### config.mk
export PLATFORM = sky130hd
export DESIGN_NAME = mult_share_arbiter_flat
export DESIGN_NICKNAME = d
export VERILOG_FILES = /design/src/rtl/mult_share_arbiter_pkg.sv /design/src/rtl/mult_share_arbiter_if.sv /design/src/rtl/mult_share_arbiter_rr_arb2.sv /design/src/rtl/mult_share_arbiter.sv /design/src/flat_wrapper.sv
export SDC_FILE = /design/constraint.sdc
export NUM_CORES = 1
export LEC_CHECK = 0
export CAP_MARGIN = 40
export CORE_AREA = 2 2 132 134
export CTS_CLUSTER_DIAMETER = 30
export DETAILED_ROUTE_END_ITERATION = 6
export DIE_AREA = 0 0 134 136
export PLACE_DENSITY = 0.62
export SLEW_MARGIN = 40
export SYNTH_ARGS = -nofsm -noshare
export SYNTH_HDL_FRONTEND = slang
export SYNTH_SLANG_ARGS = --single-unit
### constraint.sdc
create_clock -name clk -period 2.15 [get_ports clk]
set_clock_uncertainty 0.2 [all_clocks]
set_input_delay 0.215 -clock clk [delete_from_list [all_inputs] [get_ports clk]]
set_output_delay 0.215 -clock clk [all_outputs]
set_load 0.005 [all_outputs]
### src/rtl/mult_share_arbiter_pkg.sv
// Shared types for the multiplier-sharing arbiter: widths, owner ID and the
// per-stage shadow record that tracks the multiplier cell's two registers.
package mult_arb_pkg;

  localparam int W       = 32;
  localparam int NREQ    = 2;
  localparam int OWNER_W = (NREQ > 1) ? $clog2(NREQ) : 1;

  typedef logic [OWNER_W-1:0] owner_t;

  typedef struct packed {
    logic   valid;
    owner_t owner;
  } stage_t;

endpackage

### src/rtl/mult_share_arbiter_if.sv
// Bundle of requester, response and multiplier-cell signals around the arbiter.
// The slave modport is the arbiter's view; master is the surrounding logic.
interface mult_share_arbiter_if #(
  parameter int NREQ = mult_arb_pkg::NREQ,
  parameter int W    = mult_arb_pkg::W
);

  logic [NREQ-1:0]         rq_valid;
  logic [NREQ-1:0]         rq_ready;
  logic [NREQ-1:0][W-1:0]  rq_src1;
  logic [NREQ-1:0][W-1:0]  rq_src2;
  logic [NREQ-1:0]         rq_src1_signed;
  logic [NREQ-1:0]         rq_src2_signed;

  logic [NREQ-1:0]         rsp_valid;
  logic [NREQ-1:0]         rsp_ready;
  logic [2*W-1:0]          rsp_data;

  logic [W-1:0]            mul_src1;
  logic [W-1:0]            mul_src2;
  logic                    mul_src1_signed;
  logic                    mul_src2_signed;
  logic                    mul_in_en;
  logic                    mul_out_en;
  logic [2*W-1:0]          mul_result;

  logic                    busy;

  modport slave (
    input  rq_valid, rq_src1, rq_src2, rq_src1_signed, rq_src2_signed,
    input  rsp_ready, mul_result,
    output rq_ready, rsp_valid, rsp_data,
    output mul_src1, mul_src2, mul_src1_signed, mul_src2_signed,
    output mul_in_en, mul_out_en, busy
  );

  modport master (
    output rq_valid, rq_src1, rq_src2, rq_src1_signed, rq_src2_signed,
    output rsp_ready, mul_result,
    input  rq_ready, rsp_valid, rsp_data,
    input  mul_src1, mul_src2, mul_src1_signed, mul_src2_signed,
    input  mul_in_en, mul_out_en, busy
  );

endinterface

### src/rtl/mult_share_arbiter_rr_arb2.sv
// Two-way round-robin selector: ptr names the requester that wins a tie;
// produces a one-hot grant and the matching owner ID.
module rr_arb2
  import mult_arb_pkg::*;
(
  input  logic [1:0] valid,
  input  logic       en,
  input  owner_t     ptr,
  output logic [1:0] grant,
  output owner_t     grant_id
);

  always_comb begin
    grant = '0;
    if (en) begin
      if (&valid) grant[ptr] = 1'b1;
      else        grant      = valid;
    end
  end

  assign grant_id = grant[1];

endmodule

### src/rtl/mult_share_arbiter.sv
// Shares one two-stage multiplier cell between requesters; shadows the cell's
// valid/owner per stage and freezes the whole cell on response backpressure.
module mult_share_arbiter #(
  parameter int NREQ = mult_arb_pkg::NREQ,
  parameter int W    = mult_arb_pkg::W
) (
  input  logic                  clk,
  input  logic                  reset,
  mult_share_arbiter_if.slave   bus
);

  mult_arb_pkg::stage_t stg_p1, stg_p2;
  mult_arb_pkg::owner_t rr_ptr, grant_id;
  logic [1:0]           grant;
  logic                 advance, arb_en;
  logic [W-1:0]         sel_src1, sel_src2;
  logic                 sel_src1_signed, sel_src2_signed;

  // The cell can only move when its output register is empty or being drained.
  assign advance = ~stg_p2.valid | bus.rsp_ready[stg_p2.owner];
  assign arb_en  = advance & ~reset;

  rr_arb2 u_rr (
    .valid    (bus.rq_valid),
    .en       (arb_en),
    .ptr      (rr_ptr),
    .grant    (grant),
    .grant_id (grant_id)
  );

  assign bus.rq_ready   = grant;
  assign bus.mul_in_en  = advance;
  assign bus.mul_out_en = advance;

  // Idle operand lanes park on requester 0; the cell's capture is ignored then.
  always_comb begin
    sel_src1        = '0;
    sel_src2        = '0;
    sel_src1_signed = 1'b0;
    sel_src2_signed = 1'b0;
    if (!reset) begin
      sel_src1        = bus.rq_src1[0];
      sel_src2        = bus.rq_src2[0];
      sel_src1_signed = bus.rq_src1_signed[0];
      sel_src2_signed = bus.rq_src2_signed[0];
      if (grant[1]) begin
        sel_src1        = bus.rq_src1[1];
        sel_src2        = bus.rq_src2[1];
        sel_src1_signed = bus.rq_src1_signed[1];
        sel_src2_signed = bus.rq_src2_signed[1];
      end
    end
  end

  assign bus.mul_src1        = sel_src1;
  assign bus.mul_src2        = sel_src2;
  assign bus.mul_src1_signed = sel_src1_signed;
  assign bus.mul_src2_signed = sel_src2_signed;

  // Stage p1 shadows the cell input register, p2 its output register.
  always_ff @(posedge clk or posedge reset) begin
    if (reset) begin
      stg_p1 <= '0;
      stg_p2 <= '0;
      rr_ptr <= '0;
    end else begin
      if (advance) begin
        stg_p1.valid <= |grant;
        stg_p1.owner <= grant_id;
        stg_p2       <= stg_p1;
      end
      if (|grant) rr_ptr <= ~grant_id;
    end
  end

  // Response side: result belongs to whoever owns the output register.
  always_comb begin
    bus.rsp_valid = '0;
    for (int i = 0; i < NREQ; i++)
      bus.rsp_valid[i] = stg_p2.valid && (stg_p2.owner == mult_arb_pkg::owner_t'(i));
  end

  assign bus.rsp_data = bus.mul_result;
  assign bus.busy     = stg_p1.valid | stg_p2.valid;

endmodule

### src/flat_wrapper.sv
// flat-port wrapper written by rule: the top's interface ports become plain ports
module mult_share_arbiter_flat 
#(
  parameter int NREQ = mult_arb_pkg::NREQ,
  parameter int W    = mult_arb_pkg::W
)
  (clk, reset, bus_rq_valid, bus_rq_src1, bus_rq_src2, bus_rq_src1_signed, bus_rq_src2_signed, bus_rsp_ready, bus_mul_result, bus_rq_ready, bus_rsp_valid, bus_rsp_data, bus_mul_src1, bus_mul_src2, bus_mul_src1_signed, bus_mul_src2_signed, bus_mul_in_en, bus_mul_out_en, bus_busy);
  mult_share_arbiter_if #(.NREQ(NREQ), .W(W)) bus_i ();
  input  logic clk;
  input  logic reset;
  input wire logic [$bits(bus_i.rq_valid)-1:0] bus_rq_valid;
  input wire logic [$bits(bus_i.rq_src1)-1:0] bus_rq_src1;
  input wire logic [$bits(bus_i.rq_src2)-1:0] bus_rq_src2;
  input wire logic [$bits(bus_i.rq_src1_signed)-1:0] bus_rq_src1_signed;
  input wire logic [$bits(bus_i.rq_src2_signed)-1:0] bus_rq_src2_signed;
  input wire logic [$bits(bus_i.rsp_ready)-1:0] bus_rsp_ready;
  input wire logic [$bits(bus_i.mul_result)-1:0] bus_mul_result;
  output wire logic [$bits(bus_i.rq_ready)-1:0] bus_rq_ready;
  output wire logic [$bits(bus_i.rsp_valid)-1:0] bus_rsp_valid;
  output wire logic [$bits(bus_i.rsp_data)-1:0] bus_rsp_data;
  output wire logic [$bits(bus_i.mul_src1)-1:0] bus_mul_src1;
  output wire logic [$bits(bus_i.mul_src2)-1:0] bus_mul_src2;
  output wire logic [$bits(bus_i.mul_src1_signed)-1:0] bus_mul_src1_signed;
  output wire logic [$bits(bus_i.mul_src2_signed)-1:0] bus_mul_src2_signed;
  output wire logic [$bits(bus_i.mul_in_en)-1:0] bus_mul_in_en;
  output wire logic [$bits(bus_i.mul_out_en)-1:0] bus_mul_out_en;
  output wire logic [$bits(bus_i.busy)-1:0] bus_busy;
  assign bus_i.rq_valid = bus_rq_valid;
  assign bus_i.rq_src1 = bus_rq_src1;
  assign bus_i.rq_src2 = bus_rq_src2;
  assign bus_i.rq_src1_signed = bus_rq_src1_signed;
  assign bus_i.rq_src2_signed = bus_rq_src2_signed;
  assign bus_i.rsp_ready = bus_rsp_ready;
  assign bus_i.mul_result = bus_mul_result;
  assign bus_rq_ready = bus_i.rq_ready;
  assign bus_rsp_valid = bus_i.rsp_valid;
  assign bus_rsp_data = bus_i.rsp_data;
  assign bus_mul_src1 = bus_i.mul_src1;
  assign bus_mul_src2 = bus_i.mul_src2;
  assign bus_mul_src1_signed = bus_i.mul_src1_signed;
  assign bus_mul_src2_signed = bus_i.mul_src2_signed;
  assign bus_mul_in_en = bus_i.mul_in_en;
  assign bus_mul_out_en = bus_i.mul_out_en;
  assign bus_busy = bus_i.busy;
  mult_share_arbiter #(.NREQ(NREQ), .W(W)) u_core (.clk(clk), .reset(reset), .bus(bus_i));
endmodule
# Yosys cells after proc, flatten, opt, wreduce, memory -nomap -nowiden
# Cells that the tools add are included.
# op_classes
n_addsub	0
n_mul	0
div_mod_pow	0
order_cmp	3
n_eq_ne	0
n_shift	0
n_mux	14
n_bitwise	7
n_reduce_logical	5
# ops
cell	n
32-bit 2-to-1 mux	4
1-bit 2-to-1 mux	7
1-bit by 2-bit less-than comparator with 1-bit output, second input constant	2
2-bit 2-to-1 mux	2
1-bit NOT	4
1-bit logical AND	3
1-bit bitwise OR	2
2-bit AND reduction	1
2-bit OR reduction	1
1-bit AND	1
1-bit demux with 1-bit select	1
1-bit greater-or-equal comparator, second input constant	1
# word_totals
ff_bits	5
latch_bits	0
ram_bits	0
rom_bits	0
out_inout_bits	137
word_cells	34
mem_count	0

# Logic depth before layout (Yosys ltp)
# Gate-level depths: netlist (run 1).
# logic_depth
word_depth	8
mapped_depth	5

# Hierarchy
# From an unflattened synthesis (run 1), not the netlist that was laid out.
# hier_totals
cells_unflattened	242
hier_area_um2	1805.5
# by_module_without_submodules
module	instances	cells_each	area_per_inst_um2
mult_share_arbiter	1	236	1776.7
rr_arb2	1	6	28.8

# Worst setup path after synthesis (run 1)
# OpenSTA, ideal clock, no wires.
# synth_path
kind	reg2out
from	reg u_core.stg_p2[0] (netlist name)
to	out bus_mul_src1[11]
arrival_ns	1.432
slack_ns	0.303
path_stages_with_launch	6
cell_sequence	dfrtp_1 -> mux2i_2 -> a221oi_4 -> buf_6 -> buf_12 -> mux2i_1
# synth_via
elab_chain_cells	7
# synth_rtl
element	line_no	text
start, declared	mult_share_arbiter.sv:12	mult_arb_pkg::stage_t stg_p1, stg_p2;
start signal, assigned	mult_share_arbiter.sv:70	stg_p2 <= stg_p1;
1-bit 2-to-1 mux (implied by the code) (2 in a row)	mult_share_arbiter.sv:20	assign advance = ~stg_p2.valid | bus.rsp_ready[stg_p2.owner];
1-bit bitwise OR	mult_share_arbiter.sv:20	
1-bit AND	mult_share_arbiter.sv:21	assign arb_en = advance & ~reset;
2-bit 2-to-1 mux	mult_share_arbiter_rr_arb2.sv:15	if (en) begin
32-bit 2-to-1 mux	mult_share_arbiter.sv:46	if (grant[1]) begin
32-bit 2-to-1 mux	mult_share_arbiter.sv:41	if (!reset) begin
end, declared	flat_wrapper.sv:21	output wire logic [$bits(bus_i.mul_src1)-1:0] bus_mul_src1;
# No other way between the ends. The select of a mux whose other input is x is not followed.

# Worst setup path after layout (run 1)
# layout_path
from	reg u_core.stg_p2[0] (netlist name)
to	out bus_mul_src1[29]
# The elaborated chain is that of the path after synthesis.

==> results.md, run 1 <==
| Parameter | This run |
|:---|:---|
| Outcome | finished with violations |
| Violations in the final reports | negative setup slack |
| Critical Path Max Stage Delay | 0.38 ns |
| Async set-reset flop share out of synthesis | 100% |
| Warnings, synthesis | 0 |
| Clock root buffer master | clkbuf_16 |
| CP Data Arrival Time | 1.97 ns |
| Share of final-layout standard cells stronger than drive strength 1 | 26.5% |
| Via count of the first global-routing pass | 2497 |
| Commonest cells in the synthesized netlist | nand2_1 (134), buf_4 (68), mux2i_1 (66), clkbuf_1 (15), dfrtp_1 (5) |
| WHS | 0.230 ns |
| Starting utilization of the core area | 12.5% |
| Final design utilization | 25.2% |
| I/O Pins | 339 |
| Critical path cell sequence | mux2i_2 -> a221oi_4 -> buf_6 -> buf_6 -> buf_12 -> buf_12 -> buf_6 -> buf_6 -> mux2i_1 -> buf_2 |
| Total design power | 1.79 mW |
| Share of the synthesized area in the top cell type | 31.2% |
| Area after DPL | 4200 µm² |
| Count of antenna diodes in the layout | 0 |
| Syn avg cell area | 6.66 µm² |
| Worst vdd rail ir drop | 199 µV |
| Total Die Area | 18200 µm² |
| H-tree level count | 1 |
| Number of iterations in the first detailed-routing pass | 4 |
| Post-layout min period | 2.38 ns |
| Cell with the largest stage delay on the worst path | dfrtp_1 |
| Most used DFF post-synth | dfrtp_1 |
| Pin count of the biggest net entering global routing | 46 |
| Mapped cell area | 2120 µm² |
| Number of enable-type register cells in the synthesized netlist | 0 |
| TritonCTS clock tree | built |
| Critical Path Sink Type | output pin |
| Via count | 2637 |
| Critical path fanouts, max | 5 |
| Final Slew Violations | 0 |
| Total of max-cap violations | 0 |
| Critical path's top delay family | buffers and inverters |
| Vias/cell | 3.64 |
| Overall die width | 134 µm |
| Worst Path Required | 1.74 ns |
| Aggregate routed wire length | 9.30 mm |
| Sequential cell area fraction in the yosys report | 5.91% |
| Most numerous cell in the Yosys netlist | nand2_1 |
| Total number of placement rows | 48 |
| Combined buffer and inverter count along the critical path | 7 |
| Startpoint kind of the worst setup timing path | register |
| Clock transition at the register clock pins on the worst setup and hold paths after CTS | 0.03 ns |
| Post-Place Setup Slack | -0.565 ns |
| Final-layout setup total negative slack | -8.56 ns |
| Final count of hold timing violations | 0 |
| Final period util | 111% |
| Area Overhead vs Synth | 101% |
| Total of buffers placed on input and output ports | 210 |
| Final std cells w/o fill | 724 |
| Detailed placer's ending HPWL | 7.14 mm |
| Cell Count Post-Placement | 700 |
| Hold bufs inserted after CTS | 0 |
| Remaining global-route overflow | 0 |
| Total routing usage reported by global routing | 9.13% |
| Worst-skew pair later-pin latency | 0.23 ns |
| Post-route DRC | 0 |
| Setup Crit Path Kind | reg2out |
| Die height | 136 µm |
| # setup viols final | 66 |
| Cell Pwr Density | 421 nW/µm² |
| Net count of the mapped netlist | 520 |
| Cell mode on critical path | buf_6 |
| Cell count after synthesis | 318 |
| 1st-iter DRT viols | 55 |
| Netlist cell types | 23 |
| Average wire per cell in the routed design | 12.8 µm |
| Total clock buffers created by CTS | 3 |
| Final weighted congestion in routability-driven placement | 0.721 |
| Post-route cell area | 4250 µm² |
| First-pass GRT wire length | 13.1 mm |
| Total number of clock tree sinks | 5 |
| Transition time at the pin with the least slew margin | 0.251 ns |
| Cell types with the largest area share after synthesis | mux2i_1 (31%), buf_4 (24%), nand2_1 (24%) |
| Highest clock rate | 419 MHz |
| Final #Nets | 702 |
| Yosys top cell by area | mux2i_1 |
| Setup repair after global routing missed its margin | yes |
| Longest Clk Path Bufs | 2 |
| Relative slew slack | 83.0% |
| Class of the worst hold path | in2out |
| Slack of the critical path | -0.235 ns |
| Flip-flop and latch count after synthesis | 5 |
| Core region area | 16900 µm² |
| Number of nets with antenna violations after routing | 0 |
| Number of antenna violations at the first check in global routing | 0 |
| Leakage dissipation | 1.97 nW |
[worst reg2reg max path, stage by stage, from the launching register on]
cell and delay (ns):
dfrtp_1 0.36, mux2i_2 0.30, buf_4 0.17, buf_4 0.13, a21oi_4 0.06, a32o_1 0.24
[cell type report]
type / count / area (µm²)
fillers: 1890 / 12600
repair buffers: 265 / 2390
multi-input cells: 220 / 1360
well taps: 225 / 282
flip-flops and latches: 5 / 125
clock buffers: 4 / 78.8
inverters: 5 / 21.3
[cells by family after synthesis]
family | Yosys count | share of synthesized area [%]
simple gates | 145 | 26.7
flops | 5 | 5.91
compound gates | 8 | 3.55
buf+inv | 93 | 32.0
mux | 67 | 31.9
[cells in the final DEF, fill, tap and decap left out]
| cell type | netlist | routed |
|---|---|---|
| nand3_1 | 1 | 1 |
| buf_6 | 1 | 12 |
| a21oi_4 | 0 | 1 |
| buf_16 | 0 | 2 |
| mux2i_1 | 66 | 63 |
| a32o_1 | 1 | 1 |
| inv_1 | 3 | 3 |
| dlygate4sd2_1 | 0 | 5 |
| a221oi_4 | 1 | 1 |
| buf_4 | 68 | 30 |
| buf_8 | 0 | 3 |
| nor2_1 | 2 | 2 |
| and2_1 | 2 | 2 |
| dfrtp_1 | 5 | 5 |
| buf_2 | 0 | 66 |
| mux2i_4 | 0 | 2 |
| clkbuf_1 | 15 | 1 |
| o31ai_1 | 1 | 1 |
| nor2b_1 | 1 | 1 |
| a211oi_1 | 1 | 1 |
| inv_2 | 2 | 1 |
| o32ai_1 | 1 | 1 |
| dlymetal6s2s_1 | 0 | 1 |
| or2_1 | 1 | 1 |
| a21oi_1 | 3 | 2 |
| and3_1 | 2 | 2 |
| clkbuf_16 | 0 | 3 |
| nand2_1 | 134 | 134 |
| mux2i_2 | 1 | 2 |
| buf_12 | 4 | 8 |
| nand2b_1 | 2 | 2 |
| clkdlybuf4s50_1 | 0 | 138 |
| inv_4 | 0 | 1 |
[flip-flops by register name (all words and copies together), names as in the netlist]
| name | cells |
|---|---|
| u_core.stg_p2 | 2 |
| u_core.stg_p1 | 2 |
| u_core.rr_ptr | 1 |
[routing by layer]
metal / share of wire [%] / up-vias / track usage [%]
li1: - / 1320 / -
met1: 35 / 1109 / 9.44
met2: 49 / 172 / 16.4
met3: 12 / 36 / 3.39
met4: 3.9 / 0 / 4.31
met5: 0 / - / 0
[what timing repair did]
| action | 4_1_cts | 5_1_grt |
|---|---|---|
| resized for setup | 284 | 16 |
| endpoints found under the setup margin | 70 | 68 |
| cloned | 4 | 0 |
| setup buffers | 17 | 4 |
| pin swaps | 1 | 1 |
[path summary, 6_finish.rpt]
kind / startpoint / end / slack [ns] / cells after the start
worst max-delay path: u_core.stg_p2[0]$_DFFE_PP0P_ / bus_mul_src1[29] / -0.23 / 10
worst min-delay path: bus_mul_result[9] / bus_rsp_data[9] / 0.23 / 0
worst max register to register: u_core.stg_p2[0]$_DFFE_PP0P_ / u_core.stg_p1[0]$_DFFE_PP0P_ / 0.58 / 5
worst min register to register: u_core.stg_p1[1]$_DFFE_PP0P_ / u_core.stg_p2[1]$_DFFE_PP0P_ / 0.32 / 1
max in group asynchronous: reset / u_core.stg_p2[1]$_DFFE_PP0P_ / 1.22 / 4
min in group asynchronous: reset / u_core.stg_p2[0]$_DFFE_PP0P_ / 0.25 / 3
[power breakdown]
group / internal (mW) / total, mW / switching, mW
sequential: 0.117 / 0.135 / 0.0180
clock: 0.246 / 0.306 / 0.0606
combinational: 0.844 / 1.35 / 0.502
Note: power is estimated with default switching activity, not from simulation.
==> inputs of run 2 (changes only) <==
--- a/config.mk
+++ b/config.mk
@@ -5,13 +5,11 @@
 export SDC_FILE = /design/constraint.sdc
 export NUM_CORES = 1
 export LEC_CHECK = 0
-export CAP_MARGIN = 40
 export CORE_AREA = 2 2 132 134
 export CTS_CLUSTER_DIAMETER = 30
 export DETAILED_ROUTE_END_ITERATION = 6
 export DIE_AREA = 0 0 134 136
-export PLACE_DENSITY = 0.62
-export SLEW_MARGIN = 40
+export PLACE_DENSITY_LB_ADDON = 0.25
 export SYNTH_ARGS = -nofsm -noshare
 export SYNTH_HDL_FRONTEND = slang
 export SYNTH_SLANG_ARGS = --single-unit
==> run 2 against run 1 <==
  * The flow still finishes with violations (negative setup slack)
  * Global-route usage up 1.3 points
  * Register-to-register slack worse by 0.08 ns
  * Critical path type unchanged
  * Critical path depth down 2
  * Die area unchanged
  * Clock-buffer cell count unchanged
  * Largest power group unchanged
==> results.md, run 2 (synthesis gave the netlist of run 1 again) <==
| Parameter | This run | vs previous |
|:---|:---|:---|
| Final Slew Violations | 0 | unchanged |
| Power share of the combinational group | 76.3% | +1.0 points |
| Via count | 2647 | +0.38% |
| Vias/cell | 3.78 | +3.7% |
| Overall die width | 134 µm | unchanged |
| H-tree level count | 1 | unchanged |
| Total design power | 1.86 mW | +4.0% |
| Longest Clk Path Bufs | 2 | unchanged |
| Average wire per cell in the routed design | 14.5 µm | +13% |
| Relative slew slack | 80.3% | -2.6 points |
| Aggregate routed wire length | 10.2 mm | +9.4% |
| First-pass GRT wire length | 14.7 mm | +12% |
| Die height | 136 µm | unchanged |
| Most frequent cells in the layout | clkdlybuf4s50_1 (140), nand2_1 (134), buf_2 (66) |  |
| Cell Pwr Density | 442 nW/µm² | +5.0% |
| Top flop regs | u_core.stg_p1 (2), u_core.stg_p2 (2), u_core.rr_ptr (1) |  |
| Routed wire length on met3 | 1.08 mm | -3.0% |
| Highest clock rate | 409 MHz | -2.6% |
| Share of final-layout standard cells stronger than drive strength 1 | 24.4% | -2.1 points |
| Pin count of the biggest net entering global routing | 74 | +61% |
| Total number of clock tree sinks | 5 | unchanged |
| Top sig layer | met4 |  |
| Total routing usage reported by global routing | 10.4% | +1.3 points |
| Total of buffers placed on input and output ports | 210 | unchanged |
| Final count of hold timing violations | 0 | unchanged |
| Critical Path Sink Type | output pin |  |
| Class of the worst hold path | in2out |  |
| Slack of the critical path | -0.297 ns | -0.0627 ns |
| Switching share of power | 33.3% | +0.84 points |
| Count of antenna diodes in the layout | 0 | unchanged |
| Startpoint kind of the worst setup timing path | register |  |
| CP Data Arrival Time | 2.03 ns | +0.06 ns |
| Total number of placement rows | 48 | unchanged |
| Number of iterations in the first detailed-routing pass | 4 | unchanged |
| Final period util | 114% | +2.9 points |
| Clock network fraction of design power | 16.3% | -0.8 points |
| Post-layout min period | 2.45 ns | +0.0627 ns |
| Transition time at the pin with the least slew margin | 0.295 ns | +0.0443 ns |
| Detailed placer's ending HPWL | 7.16 mm | +0.33% |
| Worst-skew pair later-pin latency | 0.23 ns | about the same |
| Leakage dissipation | 1.89 nW | -4.3% |
| Starting utilization of the core area | 12.5% | unchanged |
| Total clock buffers created by CTS | 3 | unchanged |
| Worst vdd rail ir drop | 214 µV | +7.4% |
| WHS | 0.230 ns | unchanged |
| # setup viols final | 66 | unchanged |
| Total Die Area | 18200 µm² | unchanged |
| TritonCTS clock tree | built |  |
| Internal cell power | 1.24 mW | +2.7% |
| Final #Nets | 679 | -3.3% |
| Register cell area after layout | 125 µm² | unchanged |
| Clock root buffer master | clkbuf_16 |  |
| Worst Path Required | 1.74 ns | about the same |
| Outcome | finished with violations |  |
| Most frequent standard cell in the layout excluding fill and tap cells | clkdlybuf4s50_1 |  |
| Violations in the final reports | negative setup slack |  |
| Switching power total | 0.619 mW | +6.7% |
| Area Overhead vs Synth | 98.9% |  |
| Remaining global-route overflow | 0 | unchanged |
| Number of antenna violations at the first check in global routing | 0 | unchanged |
| Sequential fraction of design power | 7.3% | -0.3 points |
| Clock transition at the register clock pins on the worst setup and hold paths after CTS | 0.03 ns | about the same |
| Total of max-cap violations | 0 | unchanged |
| Via count of the first global-routing pass | 2643 | +5.8% |
| Setup Crit Path Kind | reg2out |  |
| Final weighted congestion in routability-driven placement | 0.793 | +9.9% |
| 1st-iter DRT viols | 114 | +110% |
| Setup repair after global routing missed its margin | yes |  |
| Core region area | 16900 µm² | unchanged |
| Area used by multi-input combinational logic | 1390 µm² | +2.7% |
| Final design utilization | 24.9% | -0.24 points |
| Met2 wire length | 5.44 mm | +20% |
| Count of fill cells added during filler insertion | 1844 | -2.4% |
| I/O Pins | 339 | unchanged |
| Post-route DRC | 0 | unchanged |
| Number of nets with antenna violations after routing | 0 | unchanged |
| Routed length on met1 | 3.40 mm | +3.6% |
| Critical path fanouts, max | 5 | unchanged |
-- run 2: cell count changes in the layout (fill, tap and decap cells not counted), moves of 2 or more --
cell,change
buf_12,+3
buf_16,+6
buf_4,-18
buf_6,-12
buf_8,-2
clkdlybuf4s50_1,+2
mux2i_1,-7
mux2i_2,+5
mux2i_4,+2
-- run 2: path summary, 6_finish.rpt --
path	from	to	slack, ns	cells after the start
max reg2reg	u_core.stg_p2[0]$_DFFE_PP0P_	u_core.rr_ptr$_DFFE_PP0P_	0.50	5
max	u_core.stg_p2[0]$_DFFE_PP0P_	bus_mul_src2[23]	-0.30	8
min reg2reg	u_core.stg_p1[1]$_DFFE_PP0P_	u_core.stg_p2[1]$_DFFE_PP0P_	0.31	1
min in group asynchronous	reset	u_core.stg_p2[1]$_DFFE_PP0P_	0.50	4
max in group asynchronous	reset	u_core.rr_ptr$_DFFE_PP0P_	1.14	4
min	bus_mul_result[9]	bus_rsp_data[9]	0.23	0
-- run 2: cell type report --
| class | count | area share (%) |
|---|---|---|
| well taps | 225 | 6.69 |
| inverters | 5 | 0.505 |
| multi-input cells | 220 | 33.0 |
| clock buffers | 4 | 1.87 |
| flip-flops and latches | 5 | 2.97 |
| repair buffers | 242 | 54.9 |
-- run 2: power groups by stage --
stage	Combinational, mW	Sequential, mW	Clock (mW)
5_1_grt	1.53	0.139	0.321
3_5_place_dp	1.20	0.136	0
2_1_floorplan	0.631	0.128	0
4_1_cts	1.51	0.136	0.309
3_3_place_gp	1.19	0.135	0
6_report	1.42	0.137	0.304
-- run 2: metal layers --
metal,track usage [%],vias up
met5,0,-
met4,3.78,0
met3,3.21,43
met2,20.8,150
met1,9.89,1178
li1,-,1276
-- run 2: timing repair --
action | CTS | global route
setup buffers | 10 | 1
hold buffers | 0 | 0
cloned | 10 | 0
resized for setup | 291 | 9
setup endpoints to repair | 70 | 66
pin swaps | 1 | 1
-- run 2: metrics by stage --
step,instances,setup TNS [ns],cell area (µm²),worst slack [ns]
after detailed placement,680,-34.10,4010,-0.646
after CTS,704,-16.68,4280,-0.323
final,701,-11.78,4210,-0.297
after floorplan,318,0,2120,0.303
after global routing,701,-17.91,4210,-0.355
after global placement,680,-34.01,4010,-0.665
-- run 2: critical path, cell delays in order, from the launching register on --
cell and delay (ns):
dfrtp_1 0.40, mux2i_4 0.21, a221oi_4 0.27, buf_12 0.15, buf_12 0.10, buf_12 0.13
buf_16 0.14, mux2i_4 0.25, buf_2 0.14
